### src/rtl/param_seq_alu.sv
// Handshaked parametrised ALU: bitwise/add/shift ops finish on the accept edge,
// MUL/DIV/MOD iterate one bit per cycle for WIDTH cycles on a shared hi/lo datapath.
module param_seq_alu #(
   parameter int WIDTH = 16,
   parameter int SHW   = $clog2(WIDTH)
) (
   input  logic             clk,
   input  logic             reset,
   input  logic             in_valid,
   output logic             in_ready,
   input  logic [WIDTH-1:0] a_in,
   input  logic [WIDTH-1:0] b_in,
   input  logic [3:0]       opcode,
   output logic             out_valid,
   input  logic             out_ready,
   output logic [WIDTH-1:0] result,
   output logic             error,
   output logic [WIDTH-1:0] prev_output
);

   localparam logic [1:0] IDLE = 2'd0;
   localparam logic [1:0] BUSY = 2'd1;
   localparam logic [1:0] DONE = 2'd2;

   localparam logic [3:0] OP_NOP  = 4'b0000;
   localparam logic [3:0] OP_AND  = 4'b0001;
   localparam logic [3:0] OP_OR   = 4'b0010;
   localparam logic [3:0] OP_XOR  = 4'b0011;
   localparam logic [3:0] OP_ADD  = 4'b0100;
   localparam logic [3:0] OP_MUL  = 4'b0101;
   localparam logic [3:0] OP_SRL  = 4'b0110;
   localparam logic [3:0] OP_NOT  = 4'b0111;
   localparam logic [3:0] OP_MOD  = 4'b1000;
   localparam logic [3:0] OP_NAND = 4'b1001;
   localparam logic [3:0] OP_NOR  = 4'b1010;
   localparam logic [3:0] OP_XNOR = 4'b1011;
   localparam logic [3:0] OP_SUB  = 4'b1100;
   localparam logic [3:0] OP_DIV  = 4'b1101;
   localparam logic [3:0] OP_SLL  = 4'b1110;
   localparam logic [3:0] OP_CLR  = 4'b1111;

   localparam logic [SHW-1:0] LAST = SHW'(WIDTH - 1);

   logic [1:0]       state;
   logic [WIDTH-1:0] a_reg, b_reg;
   logic [3:0]       op_reg;
   logic [SHW-1:0]   count;
   logic [WIDTH-1:0] hi, lo;

   logic [WIDTH-1:0] quick_result;
   logic             quick_error;
   logic [WIDTH:0]   add_full, sub_full;
   logic             is_iter;

   logic [WIDTH:0]   mul_sum;
   logic [WIDTH-1:0] mul_hi_n, mul_lo_n;
   logic [WIDTH:0]   div_shift, div_diff;
   logic             div_ge;
   logic [WIDTH-1:0] div_hi_n, div_lo_n;
   logic [WIDTH-1:0] iter_result;
   logic             iter_error;

   assign in_ready  = (state == IDLE);
   assign out_valid = (state == DONE);
   assign is_iter   = (opcode == OP_MUL) || (opcode == OP_DIV) || (opcode == OP_MOD);

   always_comb begin
      add_full     = {1'b0, a_in} + {1'b0, b_in};
      sub_full     = {1'b0, a_in} - {1'b0, b_in};
      quick_result = '0;
      quick_error  = 1'b0;
      case (opcode)
         OP_NOP:  quick_result = prev_output;
         OP_AND:  quick_result = a_in & b_in;
         OP_OR:   quick_result = a_in | b_in;
         OP_XOR:  quick_result = a_in ^ b_in;
         OP_NAND: quick_result = ~(a_in & b_in);
         OP_NOR:  quick_result = ~(a_in | b_in);
         OP_XNOR: quick_result = ~(a_in ^ b_in);
         OP_NOT:  quick_result = ~a_in;
         OP_ADD: begin
            quick_result = add_full[WIDTH-1:0];
            quick_error  = add_full[WIDTH];
         end
         OP_SUB: begin
            quick_result = sub_full[WIDTH-1:0];
            quick_error  = sub_full[WIDTH];
         end
         OP_SRL:  quick_result = a_in >> b_in[SHW-1:0];
         OP_SLL:  quick_result = a_in << b_in[SHW-1:0];
         OP_CLR:  quick_result = '0;
         default: quick_result = '0;
      endcase
   end

   // MUL: {hi,lo} shifts right with lo starting as the multiplier; DIV/MOD: restoring
   // divide with hi as remainder and lo as dividend/quotient. b=0 falls out naturally.
   always_comb begin
      mul_sum   = {1'b0, hi} + (lo[0] ? {1'b0, a_reg} : '0);
      mul_hi_n  = mul_sum[WIDTH:1];
      mul_lo_n  = {mul_sum[0], lo[WIDTH-1:1]};
      div_shift = {hi, lo[WIDTH-1]};
      div_ge    = (div_shift >= {1'b0, b_reg});
      div_diff  = div_shift - {1'b0, b_reg};
      div_hi_n  = div_ge ? div_diff[WIDTH-1:0] : div_shift[WIDTH-1:0];
      div_lo_n  = {lo[WIDTH-2:0], div_ge};
      iter_result = '0;
      iter_error  = 1'b0;
      case (op_reg)
         OP_MUL: begin
            iter_result = mul_lo_n;
            iter_error  = |mul_hi_n;
         end
         OP_DIV: begin
            iter_result = div_lo_n;
            iter_error  = (b_reg == '0);
         end
         OP_MOD: begin
            iter_result = div_hi_n;
            iter_error  = (b_reg == '0);
         end
         default: iter_result = '0;
      endcase
   end

   always_ff @(posedge clk or negedge reset) begin
      if (!reset) begin
         state       <= IDLE;
         a_reg       <= '0;
         b_reg       <= '0;
         op_reg      <= '0;
         count       <= '0;
         hi          <= '0;
         lo          <= '0;
         result      <= '0;
         error       <= 1'b0;
         prev_output <= '0;
      end else begin
         case (state)
            IDLE: begin
               if (in_valid) begin
                  a_reg  <= a_in;
                  b_reg  <= b_in;
                  op_reg <= opcode;
                  count  <= '0;
                  if (is_iter) begin
                     hi    <= '0;
                     lo    <= (opcode == OP_MUL) ? b_in : a_in;
                     state <= BUSY;
                  end else begin
                     result <= quick_result;
                     error  <= quick_error;
                     state  <= DONE;
                  end
               end
            end
            BUSY: begin
               count <= count + SHW'(1);
               if (op_reg == OP_MUL) begin
                  hi <= mul_hi_n;
                  lo <= mul_lo_n;
               end else begin
                  hi <= div_hi_n;
                  lo <= div_lo_n;
               end
               if (count == LAST) begin
                  result <= iter_result;
                  error  <= iter_error;
                  state  <= DONE;
               end
            end
            DONE: begin
               if (out_ready) begin
                  prev_output <= result;
                  state       <= IDLE;
               end
            end
            default: state <= IDLE;
         endcase
      end
   end

endmodule
### config.mk
export PLATFORM = sky130hd
export DESIGN_NAME = param_seq_alu
export DESIGN_NICKNAME = d
export VERILOG_FILES = /design/src/rtl/param_seq_alu.sv
export SDC_FILE = /design/constraint.sdc
export NUM_CORES = 1
export LEC_CHECK = 0
export ABC_AREA = 1
export CORE_ASPECT_RATIO = 1.4
export CORE_MARGIN = 1
export CORE_UTILIZATION = 62
export DETAILED_ROUTE_END_ITERATION = 12
export HOLD_SLACK_MARGIN = 0.1
export PLACE_DENSITY = 0.92
export SYNTH_ARGS = -nofsm -noshare
export SYNTH_HDL_FRONTEND = slang
export SYNTH_SLANG_ARGS = --single-unit
export TNS_END_PERCENT = 50
### constraint.sdc
create_clock -name clk -period 2.9 [get_ports clk]
set_input_delay 0.725 -clock clk [delete_from_list [all_inputs] [get_ports clk]]
set_output_delay 0.725 -clock clk [all_outputs]
set_load 0.01 [all_outputs]
==> results.txt, run 1 <==
----------------------------------------------------
[Synthesis]
  Share of the yosys chip area belonging to registers ... 22.5%
  Main synth FF type ... dfrtp_1
  Number of instances in the synthesized netlist ... 1966
  Total of warnings raised by yosys ... 0
  Mean instance size in the synthesized netlist ... 6.04 um^2
  Number of synthesized flops with an enable pin ... 0
  Syn_nets ... 2092
  Share of async-settable or async-resettable flops after synthesis ... 100%
  Unique masters post-synth ... 51
  Number of synthesized register bits ... around 110
  Synth Cell Area ... about 12000 um^2

[GRT]
  Tot GR Track Use ... 56.2%
  GR Overflow Total ... 32
  Number of global-route vias before repair ... 16.0k
  Pin count of the biggest net entering global routing ... 48
  Wire length of the first global-routing pass ... 86000 um

[Floorplan]
  Initial standard-cell utilization of the core ... 63.6%
  I/O pin count ... 75
  Chip height ... approximately 170 um
  Chip Width ... 119 um
  Total number of placement rows ... 59

[Outcome]
  Failing step ... 5_1_grt
  Tool error message ... [ERROR GRT-0116] Global routing finished with congestion. Check the congestion regions in the DRC Viewer.
  Result of the run ... stopped before the end

[Place]
  Worst slack at placement ... -0.234 ns
  Instance count after placement with tap cells included ... about 2.4k
  RD Place Congestion ... 1.27
  Detail Placement HPWL ... ~38000 um
  Count of input and output buffers ... 74

[CTS]
  Number of buffers created by CTS ... 9
  Clock root buffer master ... clkbuf_16
  Count of H-tree levels built during CTS ... 3
  Count of hold-fix buffers inserted at cts ... 0
  Max Root-Sink Buffers ... 2
  Resized cells post-CTS ... 0
  Buffer count from post-CTS setup fixing ... 0
  # clock sinks ... 107

----------------------------------------------------
## synth_stat cells (2+ instances only)
cell type	n	area [um^2]
nand2_1	597	2240
inv_1	274	1030
nand3_1	180	901
nor2_1	168	631
o21ai_0	156	781
a21oi_1	115	576
dfrtp_1	107	2680
ha_1	82	1030
o22ai_1	34	213
clkbuf_1	33	124
buf_2	30	150
nand4_1	21	131
o221ai_1	18	158
o211ai_1	17	128
mux2_2	12	135
nand2_2	12	75.1
xnor2_1	11	96.3
nor3_1	9	45.0
o21a_1	9	67.6
o21ai_1	7	35.0
nand3_2	6	60.1
nor2_2	6	37.5
xor2_1	6	52.6
inv_2	5	18.8
nand3b_1	5	37.5
a21oi_2	4	35.0
fa_1	4	80.1
nand2_4	4	45.0
a21boi_0	3	22.5
buf_1	3	11.3
buf_4	3	22.5
buf_6	3	33.8
o21bai_1	3	22.5
and2_1	2	12.5
## per-layer routing
metal  overflow  global-route usage (%)
met4         19                    62.1
met1          0                    55.1
met2         13                    79.1
met3          0                    30.9
met5          0                       0
## cells by family after synthesis
family,after synthesis,share of synthesized area (%)
buffers and inverters,352,11.7
flip-flops,107,22.5
XOR/XNOR,17,1.25
adder cells (fa/ha/maj),86,9.31
multiplexers,12,1.14
AO/OA/AOI/OAI,371,17.5
AND/OR/NAND/NOR,1021,36.6
## metrics by stage
stage / hold slack [ns] / area (um^2)
2_1_floorplan: 0.429 / 11900
3_3_place_gp: 0.467 / 14100
3_5_place_dp: 0.475 / 14100
4_1_cts: 0.362 / 14500
==> run 2, diff against run 1 <==
--- a/config.mk
+++ b/config.mk
@@ -6,12 +6,10 @@
 export NUM_CORES = 1
 export LEC_CHECK = 0
 export ABC_AREA = 1
-export CORE_ASPECT_RATIO = 1.4
 export CORE_MARGIN = 1
-export CORE_UTILIZATION = 62
+export CORE_UTILIZATION = 40
 export DETAILED_ROUTE_END_ITERATION = 12
-export HOLD_SLACK_MARGIN = 0.1
-export PLACE_DENSITY = 0.92
+export PLACE_DENSITY_LB_ADDON = 0.15
 export SYNTH_ARGS = -nofsm -noshare
 export SYNTH_HDL_FRONTEND = slang
 export SYNTH_SLANG_ARGS = --single-unit
==> run 2 against run 1 <==
  * The flow now finishes without violations
  * Synthesized cell count unchanged
  * Synthesized area unchanged
==> results.txt, run 2 <==
----------------------------------------------------
[Outcome]
  Result of the run ... completed

[Synthesis]
  Number of instances in the synthesized netlist ... 1966 (unchanged)
  Commonest cells post-synth ... nand2_1, inv_1, nand3_1, nor2_1, o21ai_0
  Main synth FF type ... dfrtp_1
  Share of the yosys chip area belonging to registers ... 22.5% (unchanged)
  Number of synthesized register bits ... 107 (unchanged)
  Share of async-settable or async-resettable flops after synthesis ... 100% (unchanged)
  Synth Cell Area ... 11900 um^2 (unchanged)
  Mean instance size in the synthesized netlist ... 6.04 um^2 (unchanged)
  Syn_nets ... 2092 (unchanged)
  Leading area contributor after synthesis ... dfrtp_1
  Most frequent cell after synthesis ... nand2_1
  Main area contributors after synthesis ... dfrtp_1, nand2_1, inv_1, ha_1, nand3_1
  Share of Yosys cell area claimed by the top area cell type ... 22.5% (unchanged)
  Unique masters post-synth ... 51 (unchanged)
  Number of synthesized flops with an enable pin ... 0 (unchanged)
  Total of warnings raised by yosys ... 0 (unchanged)

[GRT]
  Pin count of the biggest net entering global routing ... 64
  Met3 usage ... 5.93%
  Met1 GRT Util ... a little over half
  Number of antenna violations at the first check in global routing ... 0
  Tot GR Track Use ... ~37%
  Busiest grt layer ... met2
  Wire length of the first global-routing pass ... 84400 um
  GR Overflow Total ... 0
  Global-route met2 utilization ... 55.4%
  Number of global-route vias before repair ... 13.6k

[Final layout]
  Layout Area Growth over Synthesis ... 30.7%
  Share of layout cells above drive strength 1 ... roughly 17%
  Net total in the final layout ... 2403
  Commonest cells after routing, fill and taps aside ... nand2_1, buf_4, inv_1
  Leading cell type in the layout, fill and taps excluded ... nand2_1

[Critical path]
  Highest fanout seen on the critical path ... 10
  Required time of the critical path ... 3.17 ns
  Critical path startpoint category ... input port
  Endpoint class of the critical path ... flop
  Arrival time reported for the critical path endpoint ... 3.07 ns
  Kind of critical path ... in2reg

[Floorplan]
  Core Footprint ... 28900 um^2
  Initial standard-cell utilization of the core ... 41.1% (-23 points)
  Die ar. ... 30400 um^2
  Total number of placement rows ... 62 (+5.1%)
  Chip Width ... 174 um (+47%)
  Chip height ... 174 um (+5.2%)
  I/O pin count ... 75 (unchanged)

[Place]
  RD Place Congestion ... 1.06 (-17%)
  Detail Placement HPWL ... 47200 um (+23%)
  Count of input and output buffers ... 74 (unchanged)

[Timing]
  Maximum clock skew at final layout ... 0.0185 ns
  Final min period ... between 2 and 3 ns
  Final-report hold violation count ... 0
  Final max-slew violation count ... 0
  Final Setup Violations ... 0
  Final clock period utilization by the worst path ... 96.7%
  Worst Tran Pin Value ... 0.824 ns
  Slew headroom ... 44.9%
  Final total negative setup slack ... 0 ns
  Upper clock frequency limit ... 356 MHz
  RSZ-0062 raised after global routing ... true

[Detailed routing]
  Vias post-DR ... 14.7k
  Antenna-violating nets left ... 0
  Violation count after the first detailed-route iteration ... around 1.8k
  Routed length per placed instance ... between 20 and 25 um
  DRC errors left ... 0
  Number of optimization iterations in the first detailed-route pass ... 5
  Final wirelength ... 56800 um
  Mean number of vias per cell ... 5.50

[Power]
  Tot Pwr ... ~12 mW
  Leakage Power ... 8.11 nW
  IR drop worst, VDD ... 576 uV
  Pwr dens ... 761 nW/um^2

[CTS]
  Number of buffers created by CTS ... 9 (unchanged)
  Count of H-tree levels built during CTS ... 3 (unchanged)
  CTS tree ... done
  # clock sinks ... 107 (unchanged)
  Insertion delay to the later sink of the worst-skew pair ... roughly 0.37 ns
  Max Root-Sink Buffers ... 2 (unchanged)
  Register clock-pin slew on the reported worst setup and hold paths ... 0.09 ns
  Clock root buffer master ... clkbuf_16

[Run]
  Max capacitance violation total ... 0

[Min path]
  Hold crit path type ... in2async

----------------------------------------------------
-- run 2: cell counts after synthesis --
Identical to the previous run, type by type.
-- run 2: cell type report --
cell class	count	area, um^2
clock inverter	6	61.3
antenna	2	5.00
multi-input combinational	1507	7910
clock buffer	10	239
inverter	280	1050
timing repair buffer	372	3100
sequential	107	2680
fill	2999	13400
tap	384	480
-- run 2: worst max-delay path, cell delays in order --
cell             delay (ns)
clkdlybuf4s50_1        0.57
nor2_1                 0.11
nand2_2                0.17
inv_1                  0.14
buf_12                 0.16
nand2_1                0.16
o221ai_1               0.15
nor2_1                 0.20
nand2_1                0.07
nor2_1                 0.12
buf_4                  0.16
nand2_1                0.09
a21oi_1                0.17
a21oi_2                0.07
-- run 2: worst paths after layout --
kind | startpoint | endpoint | slack (ns) | depth (start not counted)
max | opcode[0] | result[4] | 0.09 | 14
min | reset | op_reg[3] | 0.38 | 1
max reg2reg | lo[0] | error | 0.17 | 19
min reg2reg | a_reg[3] | a_reg[3] | 0.49 | 2
max in group asynchronous | reset | result[12] | 1.70 | 2
min in group clk | a_reg[3] | a_reg[3] | 0.49 | 2
-- run 2: kinds of logic after synthesis --
| family | synth area share [%] |
|---|---|
| and+or+nand+nor | 36.6 |
| AOI/OAI and AO/OA | 17.5 |
| buffers and inverters | 11.7 |
| DFF | 22.5 |
| adders and majority gates | 9.31 |
| xor gates and xnor gates | 1.25 |
| muxes | 1.14 |
-- run 2: what timing repair did --
item / in CTS / in global routing
hold buffers: 0 / 0
gates resized for setup: 1 / 37
pin swaps: 0 / 1
setup endpoints to repair: 1 / 16
buffers inserted: 0 / 2
-- run 2: through the flow --
step           hold slack (ns)  setup slack (ns)  std cells  util, %  area [um^2]
6_report                 0.380            0.0945       2668     53.7        15500
5_1_grt                  0.428          -0.00653       2666     53.7        15500
4_1_cts                  0.402            0.0139       2664     53.2        15400
3_5_place_dp             0.475            -0.409       2648     52.2        15100
3_3_place_gp             0.470            -0.368       2648     52.2        15100
2_1_floorplan            0.429            0.0937       1966        -        11900
-- run 2: layer usage --
metal  vias to the layer above  wire (um)
met5                         -          0
met4                         0       2560
met3                       102       4890
met2                       674      23700
met1                      6875      25700
li1                       7014          -
-- run 2: power breakdown --
part	leakage, nW	switching (mW)	internal, mW
Combinational	6.64	4.76	2.98
Clock	0.147	0.676	0.637
Sequential	1.32	0.589	2.17
Power figures use the tool's default switching activity.
==> run 3, diff against run 2 <==
--- a/config.mk
+++ b/config.mk
@@ -8,8 +8,9 @@
 export ABC_AREA = 1
 export CORE_MARGIN = 1
 export CORE_UTILIZATION = 40
+export CTS_CLUSTER_DIAMETER = 60
 export DETAILED_ROUTE_END_ITERATION = 12
-export PLACE_DENSITY_LB_ADDON = 0.15
+export PLACE_DENSITY = 0.62
 export SYNTH_ARGS = -nofsm -noshare
 export SYNTH_HDL_FRONTEND = slang
 export SYNTH_SLANG_ARGS = --single-unit
==> run 3 against run 2 <==
  * Sequential power hardly changed
  * Power is 1.2% higher
  * Routed wire length is 5.1% higher
  * Non-clock buffer count is 30 higher
  * Register-to-register slack better by 0.07 ns
  * Via count is 1.6% higher
  * Core utilization is 0.85 points higher
  * Global-route usage is 1.9 points higher
==> results.txt, run 3 (synthesized netlist as in run 2, its figures left out) <==
----------------------------------------------------
[Outcome]
  Result of the run ... completed

[Critical path]
  FF-to-FF Start ... lo[15]
  Critical path buffer and inverter count ... 5 (+1)
  Launch point of the worst path ... b_in[0]
  Cell at the slowest stage of the critical path ... clkdlybuf4s50_1
  Largest delay share family, worst path ... buffers and inverters
  Reg-to-reg setup timing slack ... 0.24 ns (+0.07 ns)
  Kind of critical path ... in2reg
  Number of logic stages on the critical path including buffering ... 14 (unchanged)
  Peak per-stage delay on the critical path ... 0.51 ns (-0.06 ns)
  Critical path startpoint category ... input port
  Cell-by-cell trace of the critical path ... clkdlybuf4s50_1 > buf_4 > ha_1 > buf_4 > nand3_1 > nand3_1 > inv_1 > o21ai_4 > buf_4 > nand2_1 > nand3_1 > nand4_1 > a21oi_1 > a21oi_1
  Number of cells on the worst reg-to-reg path ... 17 (-2)
  Arrival time reported for the critical path endpoint ... 3.13 ns (+0.06 ns)
  Endpoint class of the critical path ... flop
  Highest fanout seen on the critical path ... 3 (-7)
  Required time of the critical path ... 3.17 ns (about the same)

[GRT]
  GR Overflow Total ... 0 (unchanged)
  Number of global-route vias before repair ... 14.0k (+2.4%)
  Tot GR Track Use ... 39.3% (+1.9 points)
  Wire length of the first global-routing pass ... 87600 um (+3.8%)
  Pin count of the biggest net entering global routing ... 41 (-36%)
  Number of antenna violations at the first check in global routing ... 1 (+1)

[Final layout]
  Commonest cells after routing, fill and taps aside ... nand2_1, buf_4, inv_1
  Leading cell type in the layout, fill and taps excluded ... nand2_1
  Share of layout cells above drive strength 1 ... 18.8% (+1.4 points)
  Final core occ ... 54.5% (+0.85 points)
  Net total in the final layout ... 2433 (+1.2%)
  Layout Area Growth over Synthesis ... 32.8%
  Number of antenna diodes ... 0 (-2)

[Detailed routing]
  Mean number of vias per cell ... 5.53 (+0.54%)
  Final wirelength ... 59700 um (+5.1%)
  Antenna-violating nets left ... 0 (unchanged)
  Vias post-DR ... 14.9k (+1.6%)
  DRC errors left ... 0 (unchanged)
  Violation count after the first detailed-route iteration ... 1672 (-5.1%)
  Number of optimization iterations in the first detailed-route pass ... 6 (+1)
  Routed length per placed instance ... 22.1 um (+4.0%)

[Run]
  Max capacitance violation total ... 0 (unchanged)

[Floorplan]
  Die ar. ... 30400 um^2 (unchanged)
  Total number of placement rows ... 62 (unchanged)
  Chip Width ... 174 um (unchanged)
  Core Footprint ... 28900 um^2 (unchanged)
  Initial standard-cell utilization of the core ... 41.1% (unchanged)
  I/O pin count ... 75 (unchanged)
  Chip height ... 174 um (unchanged)

[Power]
  Leakage Power ... 8.25 nW (+1.8%)
  Pwr dens ... 758 nW/um^2 (-0.39%)
  IR drop worst, VDD ... 634 uV (+10%)

[Timing]
  Final max-slew violation count ... 0 (unchanged)
  Upper clock frequency limit ... 349 MHz (-2.0%)
  Final min period ... 2.86 ns (+0.0585 ns)
  Final total negative setup slack ... 0 ns (unchanged)
  Slew headroom ... 45.0% (+0.12 points)
  Final clock period utilization by the worst path ... 98.8% (+2.0 points)
  Worst Tran Pin Value ... 0.824 ns (+0.000314 ns)
  Final Setup Violations ... 0 (unchanged)
  Maximum clock skew at final layout ... 0.0193 ns (+0.000892 ns)
  Final-report hold violation count ... 0 (unchanged)
  Worst slack on hold paths ... 0.336 ns (-0.0439 ns)

[CTS]
  Register clock-pin slew on the reported worst setup and hold paths ... 0.08 ns (about the same)
  Buffer count from post-CTS setup fixing ... 0 (unchanged)
  Number of buffers created by CTS ... 9 (unchanged)
  CTS tree ... done
  Clock root buffer master ... clkbuf_16
  Max Root-Sink Buffers ... 2 (unchanged)
  Insertion delay to the later sink of the worst-skew pair ... 0.39 ns (+0.02 ns)
  Count of H-tree levels built during CTS ... 3 (unchanged)
  Count of hold-fix buffers inserted at cts ... 0 (unchanged)
  # clock sinks ... 107 (unchanged)

[Place]
  RD Place Congestion ... 1.07 (+1.2%)
  Detail Placement HPWL ... 49900 um (+5.8%)
  Count of input and output buffers ... 74 (unchanged)

[Min path]
  Hold crit path type ... in2async

----------------------------------------------------
==> run 3: cell count changes in the layout (fill, tap and decap cells not counted), sizes merged <==
cell,change
buf,+30
clkdlybuf4s50,+1
diode,-2
dlymetal6s2s,-1
==> run 3: final timing paths <==
check,to
setup / recovery,result[5]
hold / removal,b_reg[3]
setup reg to reg,result[10]
hold reg to reg,a_reg[11]
max in group asynchronous,state[1]
min in group clk,a_reg[11]
==> run 3: area by class of cell <==
type	instances	area (um^2)
fillers	3027	13200
multi-input cells	1507	7970
repair buffers	402	3300
flip-flops and latches	107	2680
inverters	280	1050
well taps	384	480
clock buffers	10	239
clock inverters	6	63.8
==> run 3: repair_timing <==
action / 4_1_cts / 5_1_grt
endpoints found under the hold margin: 0 / 0
gates resized for setup: 2 / 44
setup endpoints to repair: 2 / 16
pin swaps: 0 / 2
==> run 3: where the power goes <==
group / switching (mW) / internal (mW) / total [mW]
clock: 0.677 / 0.633 / 1.31
sequential: 0.572 / 2.17 / 2.74
combinational: 4.90 / 3.01 / 7.91
==> run 3: per-stage QoR <==
stage | total power [mW] | area, um^2 | setup WS (ns) | std cells
floorplan | 7.47 | 11900 | 0.0937 | 1966
global placement | 10.4 | 15300 | -0.572 | 2680
detailed placement | 10.4 | 15300 | -0.537 | 2680
CTS | 11.8 | 15600 | 0.00326 | 2696
global route | 12.8 | 15800 | -0.00185 | 2696
finish | 12.0 | 15800 | 0.0360 | 2696
==> run 3: per-layer routing <==
metal | vias to the layer above | wire length, um | track usage [%]
li1 | 7088 | - | -
met1 | 6996 | 26100 | 53.7
met2 | 692 | 24500 | 57.3
met3 | 123 | 5710 | 8.99
met4 | 0 | 3440 | 20.3
met5 | - | 0 | 0
==> run 4, diff against run 3 <==
--- a/config.mk
+++ b/config.mk
@@ -10,6 +10,7 @@
 export CORE_UTILIZATION = 40
 export CTS_CLUSTER_DIAMETER = 60
 export DETAILED_ROUTE_END_ITERATION = 12
+export GPL_TIMING_DRIVEN = 0
 export PLACE_DENSITY = 0.62
 export SYNTH_ARGS = -nofsm -noshare
 export SYNTH_HDL_FRONTEND = slang
==> run 4 against run 3 <==
  * Non-clock buffer count down 237
  * Critical path depth unchanged
  * Design area shrank 12%
  * Largest cell class unchanged
  * Largest power group unchanged
  * Highest routed layer unchanged
==> results.txt, run 4 (synthesized netlist as in run 2, its figures left out) <==
----------------------------------------------------
[Outcome]
  Result of the run ... completed

[CTS]
  # clock sinks ... 107 (unchanged)
  Clock root buffer master ... clkbuf_16
  Max Root-Sink Buffers ... 2 (unchanged)
  Insertion delay to the later sink of the worst-skew pair ... 0.37 ns (-0.02 ns)
  Count of H-tree levels built during CTS ... 3 (unchanged)
  Number of buffers created by CTS ... 9 (unchanged)
  Register clock-pin slew on the reported worst setup and hold paths ... 0.08 ns (about the same)
  CTS tree ... done

[Power]
  Fraction of power consumed by sequential logic ... 23.9% (+1.0 points)
  Net switching power figure ... 6.00 mW (-2.4%)
  Internal power summed over all cells ... 5.50 mW (-5.4%)
  Share of power burned in combinational logic ... 64.9% (-1.2 points)
  Share of total power consumed by net switching ... 52.2% (+0.79 points)
  IR drop worst, VDD ... 588 uV (-7.1%)
  Leakage Power ... 7.05 nW (-15%)
  Clock network fraction of design power ... 11.2% (+0.2 points)
  Pwr dens ... 828 nW/um^2 (+9.3%)

[Timing]
  Worst Tran Pin Value ... 0.934 ns (+0.110 ns)
  Final Setup Violations ... 0 (unchanged)
  Slew headroom ... 37.2% (-7.8 points)
  Final clock period utilization by the worst path ... 98.9% (+0.18 points)
  Final max-slew violation count ... 0 (unchanged)
  Final min period ... 2.87 ns (+0.00510 ns)
  Final-report hold violation count ... 0 (unchanged)
  Maximum clock skew at final layout ... 0.0173 ns (-0.00205 ns)
  Final total negative setup slack ... 0 ns (unchanged)
  Upper clock frequency limit ... 349 MHz (-0.18%)
  RSZ-0062 raised after global routing ... true

[Critical path]
  Endpoint class of the critical path ... flop
  Required time of the critical path ... 3.16 ns (about the same)
  Critical path startpoint category ... input port
  Number of cells on the worst reg-to-reg path ... 20 (+3)
  Arrival time reported for the critical path endpoint ... 3.13 ns (about the same)
  Reg-to-reg setup timing slack ... 0.12 ns (-0.12 ns)
  Kind of critical path ... in2reg
  Highest fanout seen on the critical path ... 8 (+5)

[Detailed routing]
  Met3 Wirelength ... 5560 um (-2.6%)
  Sum of routed wire segments on met1 ... 24100 um (-7.7%)
  DRC errors left ... 0 (unchanged)
  Mean number of vias per cell ... 5.66 (+2.4%)
  Highest metal layer used by the detailed router ... met4
  Violation count after the first detailed-route iteration ... 1555 (-7.0%)
  Antenna-violating nets left ... 0 (unchanged)
  Met2 wire length ... 22100 um (-9.9%)
  Vias post-DR ... 13.9k (-6.6%)
  Routed length per placed instance ... 22.0 um (-0.63%)
  Final wirelength ... 54100 um (-9.4%)
  Number of optimization iterations in the first detailed-route pass ... 6 (unchanged)

[Floorplan]
  Chip height ... 174 um (unchanged)
  Die ar. ... 30400 um^2 (unchanged)
  Initial standard-cell utilization of the core ... 41.1% (unchanged)
  Chip Width ... 174 um (unchanged)
  Core Footprint ... 28900 um^2 (unchanged)
  Total number of placement rows ... 62 (unchanged)
  I/O pin count ... 75 (unchanged)

[Min path]
  Hold crit path type ... in2async

[Run]
  Max capacitance violation total ... 0 (unchanged)

[Final layout]
  Share of layout cells above drive strength 1 ... 10.8% (-7.9 points)
  Final core occ ... 48.0% (-6.6 points)
  Register Area ... 2680 um^2 (about the same)
  Number of antenna diodes ... 0 (unchanged)
  Fillers ... 3132 (+3.5%)
  Net total in the final layout ... 2196 (-9.7%)
  Leading cell type in the layout, fill and taps excluded ... nand2_1
  Area used by multi-input combinational logic ... 8070 um^2 (+1.3%)
  Layout Area Growth over Synthesis ... 16.8%
  Commonest cells after routing, fill and taps aside ... nand2_1, inv_1, nand3_1

[GRT]
  Wire length of the first global-routing pass ... 80400 um (-8.2%)
  Number of global-route vias before repair ... 12.9k (-7.7%)
  Pin count of the biggest net entering global routing ... 63 (+54%)
  Number of antenna violations at the first check in global routing ... 0 (-1)
  GR Overflow Total ... 0 (unchanged)
  Tot GR Track Use ... 35.5% (-3.7 points)

[Place]
  Detail Placement HPWL ... 43900 um (-12%)
  Count of input and output buffers ... 74 (unchanged)
  RD Place Congestion ... 1.03 (-3.4%)

----------------------------------------------------
## run 4: final timing paths
| path | start | endpoint |
|---|---|---|
| min | reset | b_reg[13] |
| min reg2reg | a_reg[9] | a_reg[9] |
| max in group asynchronous | reset | result[8] |
| max reg2reg | lo[0] | error |
| max | a_in[2] | result[5] |
| min in group clk | a_reg[9] | a_reg[9] |
## run 4: what timing repair did
action                     4_1_cts  5_1_grt
buffers inserted                 8       12
gates resized for setup        121       76
hold buffers                     0        0
setup endpoints to repair       20       17
pin swaps                        7        6
## run 4: layout make-up
| cell class | count | area share, % |
|---|---|---|
| Sequential cell | 107 | 19.3 |
| Inverter | 280 | 7.86 |
| Clock buffer | 9 | 1.62 |
| Clock inverter | 7 | 0.667 |
| Tap cell | 384 | 3.46 |
| Multi-Input combinational cell | 1507 | 58.2 |
| Buffer | 70 | 2.71 |
| Timing Repair Buffer | 95 | 6.20 |
## run 4: worst max-delay path: stages
cell           delay, ns
dlygate4sd2_1       0.41
inv_2               0.19
ha_1                0.33
buf_6               0.14
nand3_2             0.11
nand3_4             0.14
inv_1               0.06
o21ai_2             0.16
buf_4               0.14
nand2_1             0.04
nand3_1             0.08
nand4_1             0.28
a21oi_1             0.23
a21oi_1             0.09
## run 4: stage by stage
stage          area, um^2  instances  worst slack, ns  hold WS (ns)  total power, mW
3_5_place_dp        13100       2425            -1.62         0.474             9.92
6_report            13900       2459           0.0309         0.439             11.5
4_1_cts             13700       2448         -0.00431         0.495             11.3
3_3_place_gp        13100       2424            -3.21         0.470             9.86
2_1_floorplan       11900       1966           0.0937         0.429             7.47
5_1_grt             13900       2459         -0.00957         0.504             12.4
## run 4: per-layer routing
layer	track usage, %	vias up
met4	14.5	0
li1	-	6621
met1	50.9	6471
met2	51.6	726
met5	0	-
met3	7.13	100
## run 4: power groups by stage
stage	registers, mW	logic [mW]	clock network (mW)
6_report	2.75	7.46	1.29
5_1_grt	2.82	8.24	1.36
4_1_cts	2.75	7.26	1.30
3_5_place_dp	2.75	7.17	0
3_3_place_gp	2.75	7.11	0
2_1_floorplan	2.63	4.84	0
